$ cat config.mk
export PLATFORM = sky130hd
export DESIGN_NAME = oflow_prev_feature_fetch
export DESIGN_NICKNAME = d
export VERILOG_FILES = /design/src/rtl/oflow_fetch_pkg.sv /design/src/rtl/oflow_line_prefetch.sv /design/src/rtl/oflow_prev_feature_fetch.sv
export SDC_FILE = /design/constraint.sdc
export NUM_CORES = 1
export LEC_CHECK = 0
export BUFFER_PORTS_ARGS = -buffer_cell sky130_fd_sc_hd__buf_2
export CAP_MARGIN = 20
export CORE_ASPECT_RATIO = 1.25
export CORE_MARGIN = 4
export CORE_UTILIZATION = 45
export CTS_BUF_LIST = sky130_fd_sc_hd__clkbuf_16
export CTS_CLUSTER_DIAMETER = 150
export DETAILED_ROUTE_END_ITERATION = 10
export PLACE_DENSITY = 0.68
export SYNTH_ARGS = -nofsm -noshare
export SYNTH_HDL_FRONTEND = slang
export SYNTH_SLANG_ARGS = --single-unit
$ cat constraint.sdc
create_clock -name clk -period 6.99 [get_ports clk]
set_clock_uncertainty 0.2 [all_clocks]
set_input_delay 0.3495 -clock clk [delete_from_list [all_inputs] [get_ports clk]]
set_output_delay 0.3495 -clock clk [all_outputs]
set_load 0.02 [all_outputs]
$ cat src/rtl/oflow_fetch_pkg.sv
// Shared types for the previous-frame feature fetch path.
package oflow_fetch_pkg;

  typedef enum logic [2:0] {
    StIdle,
    StLd,
    StStart,
    StRun,
    StFin
  } fetch_st_t;

  // Line counts need one extra bit so a full memory (2^addr_w lines) is representable.
  function automatic int unsigned cnt_w(input int unsigned addr_w);
    return addr_w + 1;
  endfunction

endpackage

$ cat src/rtl/oflow_line_prefetch.sv
// Single-entry line buffer; data_o forwards data_i when the buffer is empty.
module oflow_line_prefetch #(
  parameter int unsigned DATA_W = 32
) (
  input  logic              clk,
  input  logic              reset_N,
  input  logic              load_i,
  input  logic              clear_i,
  input  logic [DATA_W-1:0] data_i,
  output logic              full_o,
  output logic [DATA_W-1:0] data_o
);

  logic              full_q;
  logic [DATA_W-1:0] buf_q;

  always_ff @(posedge clk or negedge reset_N) begin
    if (!reset_N) begin
      full_q <= 1'b0;
      buf_q  <= '0;
    end else if (clear_i) begin
      full_q <= 1'b0;
    end else if (load_i) begin
      full_q <= 1'b1;
      buf_q  <= data_i;
    end
  end

  assign full_o = full_q;
  assign data_o = full_q ? buf_q : data_i;

endmodule

$ cat src/rtl/oflow_prev_feature_fetch.sv
// Streams previous-frame feature lines to the similarity PE, prefetching on the PE hint.
`ifndef DATA_TO_PE_WIDTH
`define DATA_TO_PE_WIDTH 32
`endif

module oflow_prev_feature_fetch
  import oflow_fetch_pkg::*;
#(
  parameter int unsigned DATA_W = `DATA_TO_PE_WIDTH,
  parameter int unsigned ADDR_W = 5
) (
  input  logic              clk,
  input  logic              reset_N,
  input  logic              start_frame,
  input  logic [ADDR_W:0]   num_lines,
  output logic              mem_rd_en,
  output logic [ADDR_W-1:0] mem_addr,
  input  logic [DATA_W-1:0] mem_rd_data,
  output logic [DATA_W-1:0] features_of_prev,
  output logic              pe_start,
  input  logic              control_for_read_new_line,
  input  logic              pe_valid,
  output logic [ADDR_W-1:0] line_idx,
  output logic              busy,
  output logic              done
);

  localparam int unsigned CntW = cnt_w(ADDR_W);

  fetch_st_t         state_q, state_d;
  logic [ADDR_W-1:0] line_idx_q, line_idx_d;
  logic [CntW-1:0]   num_q, num_d;
  logic [DATA_W-1:0] feat_q, feat_d;
  logic              pend_q, pend_d;

  logic [CntW-1:0]   idx_next;
  logic              is_last;
  logic              run_valid;
  logic              hint_ok;
  logic              pf_full;
  logic              pf_load;
  logic [DATA_W-1:0] pf_data;

  assign idx_next  = {1'b0, line_idx_q} + CntW'(1);
  assign is_last   = (idx_next == num_q);
  assign run_valid = (state_q == StRun) && pe_valid;
  // pe_valid takes priority over a coincident hint; that path issues its own read.
  assign hint_ok   = (state_q == StRun) && control_for_read_new_line && !pe_valid &&
                     (idx_next < num_q) && !pf_full && !pend_q;
  assign pf_load   = pend_q && !run_valid;

  oflow_line_prefetch #(
    .DATA_W(DATA_W)
  ) u_prefetch (
    .clk    (clk),
    .reset_N(reset_N),
    .load_i (pf_load),
    .clear_i(run_valid),
    .data_i (mem_rd_data),
    .full_o (pf_full),
    .data_o (pf_data)
  );

  always_comb begin
    state_d    = state_q;
    line_idx_d = line_idx_q;
    num_d      = num_q;
    feat_d     = feat_q;
    pend_d     = hint_ok;
    mem_rd_en  = 1'b0;
    mem_addr   = '0;
    unique case (state_q)
      StIdle: begin
        if (start_frame) begin
          num_d = num_lines;
          if (num_lines != '0) begin
            mem_rd_en  = 1'b1;
            line_idx_d = '0;
            state_d    = StLd;
          end else begin
            state_d = StFin;
          end
        end
      end
      StLd: begin
        feat_d  = mem_rd_data;
        state_d = StStart;
      end
      StStart: state_d = StRun;
      StRun: begin
        if (hint_ok) begin
          mem_rd_en = 1'b1;
          mem_addr  = idx_next[ADDR_W-1:0];
        end
        if (pe_valid) begin
          if (is_last) begin
            state_d = StFin;
          end else begin
            line_idx_d = idx_next[ADDR_W-1:0];
            if (pf_full || pend_q) begin
              feat_d  = pf_data;
              state_d = StStart;
            end else begin
              mem_rd_en = 1'b1;
              mem_addr  = idx_next[ADDR_W-1:0];
              state_d   = StLd;
            end
          end
        end
      end
      StFin: state_d = StIdle;
      default: state_d = StIdle;
    endcase
  end

  always_ff @(posedge clk or negedge reset_N) begin
    if (!reset_N) begin
      state_q    <= StIdle;
      line_idx_q <= '0;
      num_q      <= '0;
      feat_q     <= '0;
      pend_q     <= 1'b0;
    end else begin
      state_q    <= state_d;
      line_idx_q <= line_idx_d;
      num_q      <= num_d;
      feat_q     <= feat_d;
      pend_q     <= pend_d;
    end
  end

  assign features_of_prev = feat_q;
  assign line_idx         = line_idx_q;
  assign pe_start         = (state_q == StStart);
  assign done             = (state_q == StFin);
  assign busy             = (state_q != StIdle);

endmodule

## After elaboration in Yosys (flattened, before gate mapping)

Cells that the tools add are included.

| storage, ports and cells | value |
|---|---|
| word-level logic and storage cells | 73 |
| bits of input ports | 43 |
| output and inout bits | 46 |
| register bits after elaboration | 80 |

| cells by class | value |
|---|---|
| $lt $le $gt $ge | 1 |
| muxes and demuxes | 30 |
| add/sub/neg operators | 1 |
| bitwise logic cells | 1 |
| reduce and logical (&&, ||, !) cells | 23 |
| equal/unequal tests | 10 |

Operators with widths:

| operator | number |
|---|---|
| $mux 32 | 4 |
| $pmux 32 s2 | 1 |
| $mux 5 | 9 |
| $mux 3 | 4 |
| $pmux 3 s4 | 1 |
| $pmux 5 s2 | 1 |
| $mux 1 | 8 |
| $ne 2x2->1 const B | 4 |
| $logic_and 1x1->1 | 7 |
| $add 5x1->6 const B | 1 |
| $eq 3x2->1 const B | 2 |
| $eq 6x6->1 | 1 |
| $lt 6x6->1 | 1 |
| $reduce_and 2->1 | 3 |
| $reduce_bool 2->1 | 3 |
| $reduce_bool 6->1 | 1 |
| $reduce_and 5->1 | 1 |
| $logic_not 1->1 | 4 |
| $reduce_and 4->1 | 1 |
| $eq 3x1->1 const B | 1 |
| $eq 3x3->1 const B | 1 |
| $logic_not 3->1 | 1 |
| $reduce_bool 3->1 | 1 |
| $mux 2 | 1 |
| other kinds (4) | 4 |

## Depth between registers and ports, before layout

Gate-level depths: netlist of the first run.

| logic depth | value |
|---|---|
| depth in word-level cells | 11 |
| gate-level depth with buffers | 10 |
| gate-level depth less buffers | 9 |

## By module

Synthesis of the first run repeated with hierarchy kept, for this count alone.

| unflattened totals | value |
|---|---|
| cell total of the unflattened synthesis | 360 |
| area total of the unflattened synthesis | 4277.9 sq um |

By module, submodules not included:

| module | area each (sq um) | times used | sequential area each (sq um) | cells each |
|---|---|---|---|---|
| oflow_prev_feature_fetch | 2506.2 | 1 | 1176.1 | 252 |
| oflow_line_prefetch | 1771.7 | 1 | 825.8 | 108 |

## Worst setup path before layout of the first run

OpenSTA, ideal clock, no wires.

| path | value |
|---|---|
| path type | reg2out |
| from | reg line_idx_q[0], in the netlist line_idx[0] |
| to | out mem_addr[1] |
| data required time | 6.440 ns |
| buffers on the path | 0 |
| cell stages (with the launch flop) | 10 |
| data arrival time | 2.491 ns |
| setup slack | 3.949 ns |
| cells stage by stage | dfrtp_1 ha_1 nand3_1 xor2_1 inv_1 ha_1 and4_1 nand3_1 nand4_1 a21boi_0 |

| on the way | value |
|---|---|
| word-level cells in the longest chain between the ends | 10 |

RTL lines:

| what | RTL line | source |
|---|---|---|
| from (decl) | oflow_prev_feature_fetch.sv:31 | `logic [ADDR_W-1:0] line_idx_q, line_idx_d;` |
| from (signal assigned) | oflow_prev_feature_fetch.sv:125 | `line_idx_q <= line_idx_d;` |
| $add 5x1->6 (*) | oflow_prev_feature_fetch.sv:44 | `assign idx_next = {1'b0, line_idx_q} + CntW'(1);` |
| $lt 6x6->1 | oflow_prev_feature_fetch.sv:49 | `(idx_next < num_q) && !pf_full && !pend_q;` |
| $logic_and 1x1->1 | oflow_prev_feature_fetch.sv:48 | `assign hint_ok = (state_q == StRun) && control_for_read_new_line && !pe_valid &&` |
| $logic_and 1x1->1 (2 in series) | oflow_prev_feature_fetch.sv:49 |  |
| $mux 5 | oflow_prev_feature_fetch.sv:91 | `if (hint_ok) begin` |
| $mux 5 | oflow_prev_feature_fetch.sv:100 | `if (pf_full \|\| pend_q) begin` |
| $mux 5 | oflow_prev_feature_fetch.sv:96 | `if (is_last) begin` |
| $mux 5 (*) | oflow_prev_feature_fetch.sv:95 | `if (pe_valid) begin` |
| $mux 5 (*) | oflow_prev_feature_fetch.sv:72 | `unique case (state_q)` |
| to (decl) | oflow_prev_feature_fetch.sv:17 | `output logic [ADDR_W-1:0] mem_addr,` |

Every way passes the cells marked *; elsewhere a longest branch is shown, timed or not.

## Final worst setup path of the first run

| path | value |
|---|---|
| from | reg line_idx_q[0], in the netlist line_idx[0] |
| to | out mem_addr[4] |

Same word-level chain as after synthesis.

==> results.sh, run 1 <==
export IMPL_netlist_area_um2=4030
export IMPL_layout_common_cells="87 x buf_2, 80 x dfrtp_1, 60 x mux2_4, 37 x mux2_2"
export IMPL_syn_inst=285
export IMPL_rsz0062_at_grt="no"
export IMPL_clock_sinks=80
export IMPL_path_class="flip-flop to output pin"
export IMPL_clockRootBuffer="clkbuf_16"
export IMPL_clockBufferDepth=2
export IMPL_grt_pass1_wl_um=12900
export IMPL_finalCriticalPeriod_ns=3.49
export IMPL_die_y_um=114
export IMPL_drtIter0Drc=73
export IMPL_startpoint_type="flip-flop"
export IMPL_synth_mux_area_share_pct=34.0
export IMPL_finalMaxSlewViolations=0
export IMPL_overflow=0
export IMPL_cts_buffers=9
export IMPL_fin_setup_tns_ns=0
export IMPL_synth_seq_cells=80
export IMPL_required_ns=6.44
export IMPL_worstMarginPinSlew_ns=0.687
export IMPL_multiInputGateArea_um2=1890
export IMPL_cpMaxStageDelayCell="dfrtp_1"
export IMPL_report_power_total_w=0.00230
export IMPL_fin_hold_ws_ns=0.0435
export IMPL_insertion_delay_ns=0.33
export IMPL_yosysWarningCount=0
export IMPL_drive_above_1_share_pct=54.0
export IMPL_max_stage_delay_ns=0.45
export IMPL_yosys_area_share_adder_pct=2.17
export IMPL_syn_to_final_growth_pct=20.5
export IMPL_num_rows=38
export IMPL_status="finished clean"
export IMPL_synth_compound_area_share_pct=3.72
export IMPL_fmax_mhz=287
export IMPL_vdd_ir_drop_max_mv=0.193
export IMPL_io_pins=89
export IMPL_ctsHoldBuffers=0
export IMPL_cp_top_family="simple AND/OR/NAND/NOR gates"
export IMPL_synth_top_family_by_area="multiplexers"
export IMPL_yosysUniqueCellTypes=38
export IMPL_crit_fanout=8
export IMPL_drcViolationCount=0
export IMPL_nFillCells=756
export IMPL_synth_xor_area_share_pct=0.652
export IMPL_vias=2503
export IMPL_avgRoutedWirePerCell_um=15.8
export IMPL_grt_max_degree=81
export IMPL_via_per_inst=5.03
export IMPL_core_area_um2=8700
export IMPL_initial_core_util_pct=46.3
export IMPL_path_buf_inv=2
export IMPL_nets=424
export IMPL_insertedDiodeCount=0
export IMPL_path_clk_slew_ns=0.06
export IMPL_die_area_um2=10500
export IMPL_ant_nets=0
export IMPL_dr_pass1_iters=4
export IMPL_p_per_area_nw_per_um2=473
export IMPL_grt_pass1_vias=2638
export IMPL_path_cells="ha_1 > nand3_1 > xor2_1 > inv_1 > ha_1 > and4_1 > nand3_1 > nand4_1 > a21oi_1 > buf_2"
export IMPL_endpoint_kind="output pin"
export IMPL_syn_nets=335
export IMPL_gp_congestion=0.801
export IMPL_antenna_found_initial=0
export IMPL_place_port_buffers=88
export IMPL_gr_usage_all_layers_pct=15.6
export IMPL_final_setup_viol_count=0
export IMPL_die_w_um=92.7
export IMPL_hpwl_um=5450
export IMPL_relSlewSlack_pct=54.1
export IMPL_final_common_cell="buf_2"
export IMPL_finalCritPeriodShare_pct=49.9
export IMPL_ys_seq_area_share_pct=49.6
export IMPL_post_cts_resized=0
export IMPL_cts_tree="done"
export IMPL_dp_cells=481
export IMPL_hp_class="primary input to flip-flop"
export IMPL_syn_area_per_cell_um2=14.1
export IMPL_stdcell_count=498
export IMPL_synthSimpleGateAreaFrac_pct=5.80
export IMPL_arrival_ns=2.94
export IMPL_drv_cap=0
export IMPL_seqCellArea_um2=2000
export IMPL_postCtsSetupBuffers=0
export IMPL_htreeDepth=3
export IMPL_hold_viol_final=0
export IMPL_leakagePower_nw=2.46
export IMPL_totalWireLength_um=7860
[per-layer routing]
| layer | wire (um) | vias up | track usage, % |
|---|---|---|---|
| met4 | 163 | 0 | 6.84 |
| li1 | - | 1191 | - |
| met2 | 4060 | 57 | 26.6 |
| met3 | 387 | 18 | 3.76 |
| met5 | 0 | - | 0 |
| met1 | 3250 | 1237 | 18.8 |
[worst paths after layout]
| kind | from | to | slack [ns] | depth (start not counted) |
|---|---|---|---|---|
| max | line_idx[0] | mem_addr[4] | 3.50 | 10 |
| min | num_lines[1] | num_q[1] | 0.04 | 3 |
| max reg2reg | line_idx[0] | features_of_prev[0] | 3.71 | 10 |
| min reg2reg | u_prefetch.buf_q[0] | u_prefetch.buf_q[0] | 0.30 | 1 |
| max in group asynchronous | reset_N | features_of_prev[17] | 5.85 | 3 |
| min in group asynchronous | reset_N | num_q[1] | 0.18 | 2 |
[metrics by stage]
stage / util (%) / cell area (um^2) / worst slack (ns)
after floorplan: - / 4030 / 3.95
after global placement: 52.2 / 4540 / 3.79
after detailed placement: 52.2 / 4540 / 3.67
after CTS: 55.4 / 4820 / 3.48
after global routing: 55.9 / 4860 / 3.26
final: 55.9 / 4860 / 3.50
[kinds of logic (layout without fill, tap and decap cells)]
group / Yosys count / after routing
muxes: 102 / 102
DFF: 80 / 80
and+or+nand+nor: 44 / 44
buffers and inverters: 26 / 119
AOI/OAI and AO/OA: 23 / 23
adders and majority gates: 7 / 7
xor gates and xnor gates: 3 / 3
[worst min-delay path, stage by stage]
cell,delay (ns)
buf_2,0.09
nand2_1,0.04
o21ai_0,0.06
[area by class of cell]
type                            count  area share [%]
Sequential cell                    80            41.2
Tap cell                          120            3.09
Timing Repair Buffer               92            10.2
Clock buffer                        9            4.63
Multi-Input combinational cell    179            38.9
Inverter                           12           0.927
Clock inverter                      6            1.11
[cells in the mapped netlist (all sizes together)]
library cell	number	area share (%)
nand3	5	0.62
and2	1	0.16
nor3b	3	0.56
or3	1	0.16
and3	1	0.16
nand2b	1	0.16
o21ai	8	0.99
inv	12	1.1
a21oi	6	0.74
a211oi	1	0.19
a32oi	1	0.40
nand3b	1	0.19
o2bb2ai	1	0.22
nor2b	1	0.16
xor2	2	0.43
o211ai	1	0.19
mux2	101	34
a31oi	1	0.16
and4	2	0.43
dfrtp	80	50
nand2	15	1.6
nor2	10	1.1
and3b	1	0.22
nand4	1	0.16
mux2i	1	0.25
a21boi	2	0.37
ha	7	2.2
xnor2	1	0.22
o32a	1	0.25
nor4	1	0.16
a2111oi	1	0.22
buf	14	2.9
[sequential cells by signal, summed over array words and instances, names as in the netlist]
register           cells
u_prefetch.full_o      1
features_of_prev      32
num_q                  6
pend_q                 1
state_q                3
line_idx               5
u_prefetch.buf_q      32
[power by group]
group          leakage [nW]  internal, W  switching [W]
registers             0.963     0.000692       0.000136
clock network         0.141     0.000270       0.000175
logic                  1.36     0.000541       0.000487
Power figures use the tool's default switching activity.
==> inputs of run 2 (changes only) <==
--- a/config.mk
+++ b/config.mk
@@ -13,7 +13,7 @@
 export CTS_BUF_LIST = sky130_fd_sc_hd__clkbuf_16
 export CTS_CLUSTER_DIAMETER = 150
 export DETAILED_ROUTE_END_ITERATION = 10
-export PLACE_DENSITY = 0.68
+export PLACE_DENSITY = 0.71
 export SYNTH_ARGS = -nofsm -noshare
 export SYNTH_HDL_FRONTEND = slang
 export SYNTH_SLANG_ARGS = --single-unit
==> constraint.sdc (replaced) <==
create_clock -name clk -period 3.2 [get_ports clk]
set_clock_uncertainty 0.2 [all_clocks]
set_input_delay 0.16 -clock clk [delete_from_list [all_inputs] [get_ports clk]]
set_output_delay 0.16 -clock clk [all_outputs]
set_load 0.02 [all_outputs]
==> results.sh, run 2 (synthesis gave the netlist of run 1 again) <==
export IMPL_status="finished with violations"
export IMPL_layout_common_cells="84 x buf_2, 79 x dfrtp_1, 60 x mux2_4, 41 x dlygate4sd3_1, 37 x mux2_2"
export IMPL_syn_to_final_growth_pct=32.6
export IMPL_endpoint_kind="output pin"
export IMPL_p_per_area_nw_per_um2=960
export IMPL_relSlewSlack_pct=57.8
export IMPL_cts_buffers=9
export IMPL_cts_tree="done"
export IMPL_via_per_inst=4.94
export IMPL_finalCriticalPeriod_ns=3.04
export IMPL_grt_pass1_wl_um=13800
export IMPL_finalMaxSlewViolations=0
export IMPL_grt_max_degree=81
export IMPL_drcViolationCount=0
export IMPL_hold_viol_final=7
export IMPL_clockBufferDepth=2
export IMPL_final_common_cell="buf_2"
export IMPL_fin_area_um2=5350
export IMPL_finalCritPeriodShare_pct=94.9
export IMPL_crit_fanout=8
export IMPL_insertedDiodeCount=0
export IMPL_dr_pass1_iters=4
export IMPL_htreeDepth=3
export IMPL_drv_cap=0
export IMPL_gr_usage_all_layers_pct=16.9
export IMPL_leakagePower_nw=2.65
export IMPL_core_area_um2=8700
export IMPL_insertion_delay_ns=0.33
export IMPL_vias=2683
export IMPL_die_area_um2=10500
export IMPL_num_rows=38
export IMPL_grt_pass1_vias=2847
export IMPL_fmax_mhz=329
export IMPL_arrival_ns=2.68
export IMPL_initial_core_util_pct=46.3
export IMPL_vdd_ir_drop_max_mv=0.490
export IMPL_postPlaceCellArea_um2=4580
export IMPL_place_port_buffers=88
export IMPL_hp_class="primary input to asynchronous set/reset pin"
export IMPL_nets=468
export IMPL_path_clk_slew_ns=0.06
export IMPL_drtIter0Drc=54
export IMPL_avgRoutedWirePerCell_um=15.3
export IMPL_report_power_total_w=0.00514
export IMPL_clockRootBuffer="clkbuf_16"
export IMPL_violations="hold timing"
export IMPL_die_w_um=92.7
export IMPL_final_util_pct=61.5
export IMPL_overflow=0
export IMPL_startpoint_type="flip-flop"
export IMPL_hpwl_um=5370
export IMPL_fin_hold_ws_ns=-0.00545
export IMPL_ant_nets=0
export IMPL_worstMarginPinSlew_ns=0.632
export IMPL_antenna_found_initial=0
export IMPL_io_pins=89
export IMPL_required_ns=2.84
export IMPL_drive_above_1_share_pct=51.1
export IMPL_gp_congestion=0.844
export IMPL_final_setup_viol_count=0
export IMPL_die_y_um=114
export IMPL_path_class="flip-flop to output pin"
export IMPL_totalWireLength_um=8310
export IMPL_clock_sinks=80
==> run 2: stage by stage <==
step	worst slack, ns	setup TNS (ns)	std cells
global route	-0.0244	-0.0306	543
global placement	0.325	0	483
detailed placement	0.236	0	483
floorplan	0.349	0	285
CTS	0.0555	0	540
finish	0.164	0	543
==> run 2: worst max-delay path, cell delays in order (launching register included) <==
cell	delay, ns
dfrtp_2	0.46
ha_1	0.26
nand3_1	0.13
xor2_2	0.21
inv_1	0.07
ha_1	0.29
and4_1	0.20
nand3_4	0.13
nand4_1	0.09
buf_4	0.20
a21oi_1	0.13
buf_2	0.18
==> run 2: metal layers <==
metal | GRT usage [%] | share of wire (%) | up-vias
met5 | 0 | 0 | -
met4 | 8.21 | 2.1 | 0
met3 | 2.44 | 3.0 | 12
met2 | 30.4 | 53 | 55
met1 | 19.7 | 42 | 1338
li1 | - | - | 1278
==> run 2: final cells by class <==
| class | count | area [um^2] |
|---|---|---|
| clock buffer | 9 | 225 |
| clock inverter | 7 | 38.8 |
| fill | 682 | 3350 |
| inverter | 12 | 45.0 |
| multi-input combinational | 179 | 1930 |
| sequential | 80 | 2000 |
| tap | 120 | 150 |
| timing repair buffer | 136 | 958 |
==> run 2: report_power, final <==
part	switching (W)	internal, W
clock	0.000391	0.000518
sequential	0.000302	0.00151
combinational	0.00112	0.00129
total	0.00182	0.00332
==> run 2: final timing paths <==
path | startpoint | to | slack (ns) | cells after the start
min | reset_N | features_of_prev[18] | -0.005 | 2
max in group asynchronous | reset_N | line_idx[0] | 2.23 | 3
min reg2reg | features_of_prev[0] | features_of_prev[0] | 0.30 | 1
min in group clk | features_of_prev[0] | features_of_prev[0] | 0.30 | 1
max | line_idx[0] | mem_addr[3] | 0.16 | 11
max reg2reg | line_idx[0] | line_idx[0] | 0.32 | 9
==> run 2: timing repair <==
item / in CTS / in global routing
setup buffers: 0 / 2
pin swaps: 1 / 6
endpoints found under the hold margin: 146 / 0
resized for setup: 1 / 11
hold buffers: 41 / 0
setup endpoints to repair: 5 / 6
==> inputs of run 3 (changes only) <==
--- a/config.mk
+++ b/config.mk
@@ -10,7 +10,7 @@
 export CORE_ASPECT_RATIO = 1.25
 export CORE_MARGIN = 4
 export CORE_UTILIZATION = 45
-export CTS_BUF_LIST = sky130_fd_sc_hd__clkbuf_16
+export CTS_BUF_LIST = sky130_fd_sc_hd__clkbuf_4
 export CTS_CLUSTER_DIAMETER = 150
 export DETAILED_ROUTE_END_ITERATION = 10
 export PLACE_DENSITY = 0.71
==> results.sh, run 3 (synthesis gave the netlist of run 1 again) <==
export IMPL_core_area_um2=8700
export IMPL_r2r_start="line_idx[1]"
export IMPL_worstReg2RegEnd="line_idx[0]"
export IMPL_path_cells="ha_2 > nand3_2 > xor2_2 > inv_2 > ha_4 > and4_4 > o21ai_1 > o211ai_1 > a21oi_1 > buf_2"
export IMPL_hold_viol_final=0
export IMPL_final_setup_viol_count=0
export IMPL_htreeDepth=3
export IMPL_ant_nets=0
export IMPL_reg2regPathDepth=10
export IMPL_worstMarginPinSlew_ns=0.642
export IMPL_worst_slack_ns=0.178
export IMPL_holdPathStages=3
export IMPL_insertedDiodeCount=0
export IMPL_overflow=0
export IMPL_cts_tree="done"
export IMPL_final_util_pct=61.3
export IMPL_clock_sinks=80
export IMPL_grt_max_degree=81
export IMPL_syn_to_final_growth_pct=32.3
export IMPL_io_pins=89
export IMPL_hp_class="primary input to flip-flop"
export IMPL_drcViolationCount=0
export IMPL_cp_depth=10
export IMPL_drtIter0Drc=70
export IMPL_relSlewSlack_pct=57.2
export IMPL_clockBufferDepth=2
export IMPL_hpwl_um=5370
export IMPL_drive_above_1_share_pct=51.6
export IMPL_crit_fanout=7
export IMPL_place_ws_ns=0.236
export IMPL_finalMaxSlewViolations=0
export IMPL_gr_usage_all_layers_pct=17.2
export IMPL_required_ns=2.84
export IMPL_worst_hold_path_endpoint="u_prefetch.buf_q[6]"
export IMPL_max_stage_delay_ns=0.42
export IMPL_totalWireLength_um=8330
export IMPL_finalCriticalPeriod_ns=3.02
export IMPL_initial_core_util_pct=46.3
export IMPL_drv_cap=0
export IMPL_layout_common_cells="85 x buf_2, 78 x dfrtp_1, 60 x mux2_4, 50 x dlygate4sd3_1, 37 x mux2_2"
export IMPL_endpoint_kind="output pin"
export IMPL_via_per_inst=4.96
export IMPL_cp_top_family="adder cells"
export IMPL_fmax_mhz=331
export IMPL_insertion_delay_ns=0.42
export IMPL_die_y_um=114
export IMPL_clockRootBuffer="clkbuf_4"
export IMPL_path_buf_inv=2
export IMPL_r2r_slack_ns=0.37
export IMPL_place_port_buffers=88
export IMPL_num_rows=38
export IMPL_antenna_found_initial=0
export IMPL_grt_pass1_wl_um=14100
export IMPL_path_class="flip-flop to output pin"
export IMPL_p_per_area_nw_per_um2=900
export IMPL_fin_setup_tns_ns=0
export IMPL_vdd_ir_drop_max_mv=0.532
export IMPL_final_common_cell="buf_2"
export IMPL_die_w_um=92.7
export IMPL_status="finished clean"
export IMPL_finalCritPeriodShare_pct=94.4
export IMPL_nets=481
export IMPL_die_area_um2=10500
export IMPL_gp_congestion=0.844
export IMPL_leakagePower_nw=2.62
export IMPL_vias=2757
export IMPL_startpoint_type="flip-flop"
export IMPL_grt_pass1_vias=2903
export IMPL_cpMaxStageDelayCell="dfrtp_1"
export IMPL_avgRoutedWirePerCell_um=15.0
export IMPL_dr_pass1_iters=4
export IMPL_path_clk_slew_ns=0.13
export IMPL_cts_buffers=9
export IMPL_min_from="mem_rd_data[6]"
export IMPL_arrival_ns=2.66
-- run 3: cell types whose count changed in the layout (fill, tap and decap cells not counted), sizes merged --
| cell | before | now |
|---|---|---|
| dlygate4sd3 | 41 | 50 |
| buf | 95 | 99 |
| clkbuf | 9 | 10 |
| inv | 14 | 13 |
-- run 3: per-stage QoR --
step / hold slack, ns / power (W) / cell area, um^2 / instances
5_1_grt: 0.289 / 0.00513 / 5340 / 556
2_1_floorplan: -0.336 / 0.00355 / 4030 / 285
6_report: 0.307 / 0.00480 / 5340 / 556
3_3_place_gp: 0.179 / 0.00407 / 4580 / 483
3_5_place_dp: 0.189 / 0.00414 / 4580 / 483
4_1_cts: 0.254 / 0.00477 / 5210 / 550
-- run 3: how the worst max path moves through the flow --
| stage | from | end | slack [ns] |
|---|---|---|---|
| finish | line_idx[1] | mem_addr[2] | 0.18 |
| global route | line_idx[1] | mem_rd_en | -0.02 |
| CTS | line_idx[1] | mem_addr[2] | 0.03 |
| detailed placement | line_idx[0] | line_idx[0] | 0.24 |
| global placement | line_idx[0] | line_idx[4] | 0.32 |
| floorplan | line_idx[0] | mem_addr[1] | 0.35 |
-- run 3: repair_timing --
action	4_1_cts	5_1_grt
gates resized for setup	4	14
buffers inserted	2	4
pin swaps	3	6
hold buffers	49	1
endpoints found under the setup margin	6	6
endpoints found under the hold margin	154	8
-- run 3: layout make-up --
| type | instances | area, um^2 |
|---|---|---|
| fill | 687 | 3360 |
| sequential | 80 | 2000 |
| multi-input combinational | 179 | 1950 |
| timing repair buffer | 149 | 1080 |
| tap | 120 | 150 |
| clock buffer | 10 | 75.1 |
| inverter | 12 | 45.0 |
| clock inverter | 6 | 35.0 |
-- run 3: report_power, final --
part / internal [W] / switching, W / leakage, nW / total (W)
logic: 0.00136 / 0.00114 / 1.60 / 0.00250
clock network: 0.000165 / 0.000343 / 0.0656 / 0.000508
registers: 0.00151 / 0.000284 / 0.960 / 0.00179
-- run 3: tightest hold or removal path, stage by stage --
cell and delay [ns]:
dlygate4sd3_1 0.51, buf_2 0.10, mux2_2 0.13
-- run 3: routing by layer --
metal / global-route usage (%) / vias up / routed length, um
met5: 0 / - / 0
met4: 8.02 / 0 / 212
met3: 2.64 / 16 / 255
met2: 30.4 / 56 / 4380
met1: 20.3 / 1380 / 3480
li1: - / 1305 / -
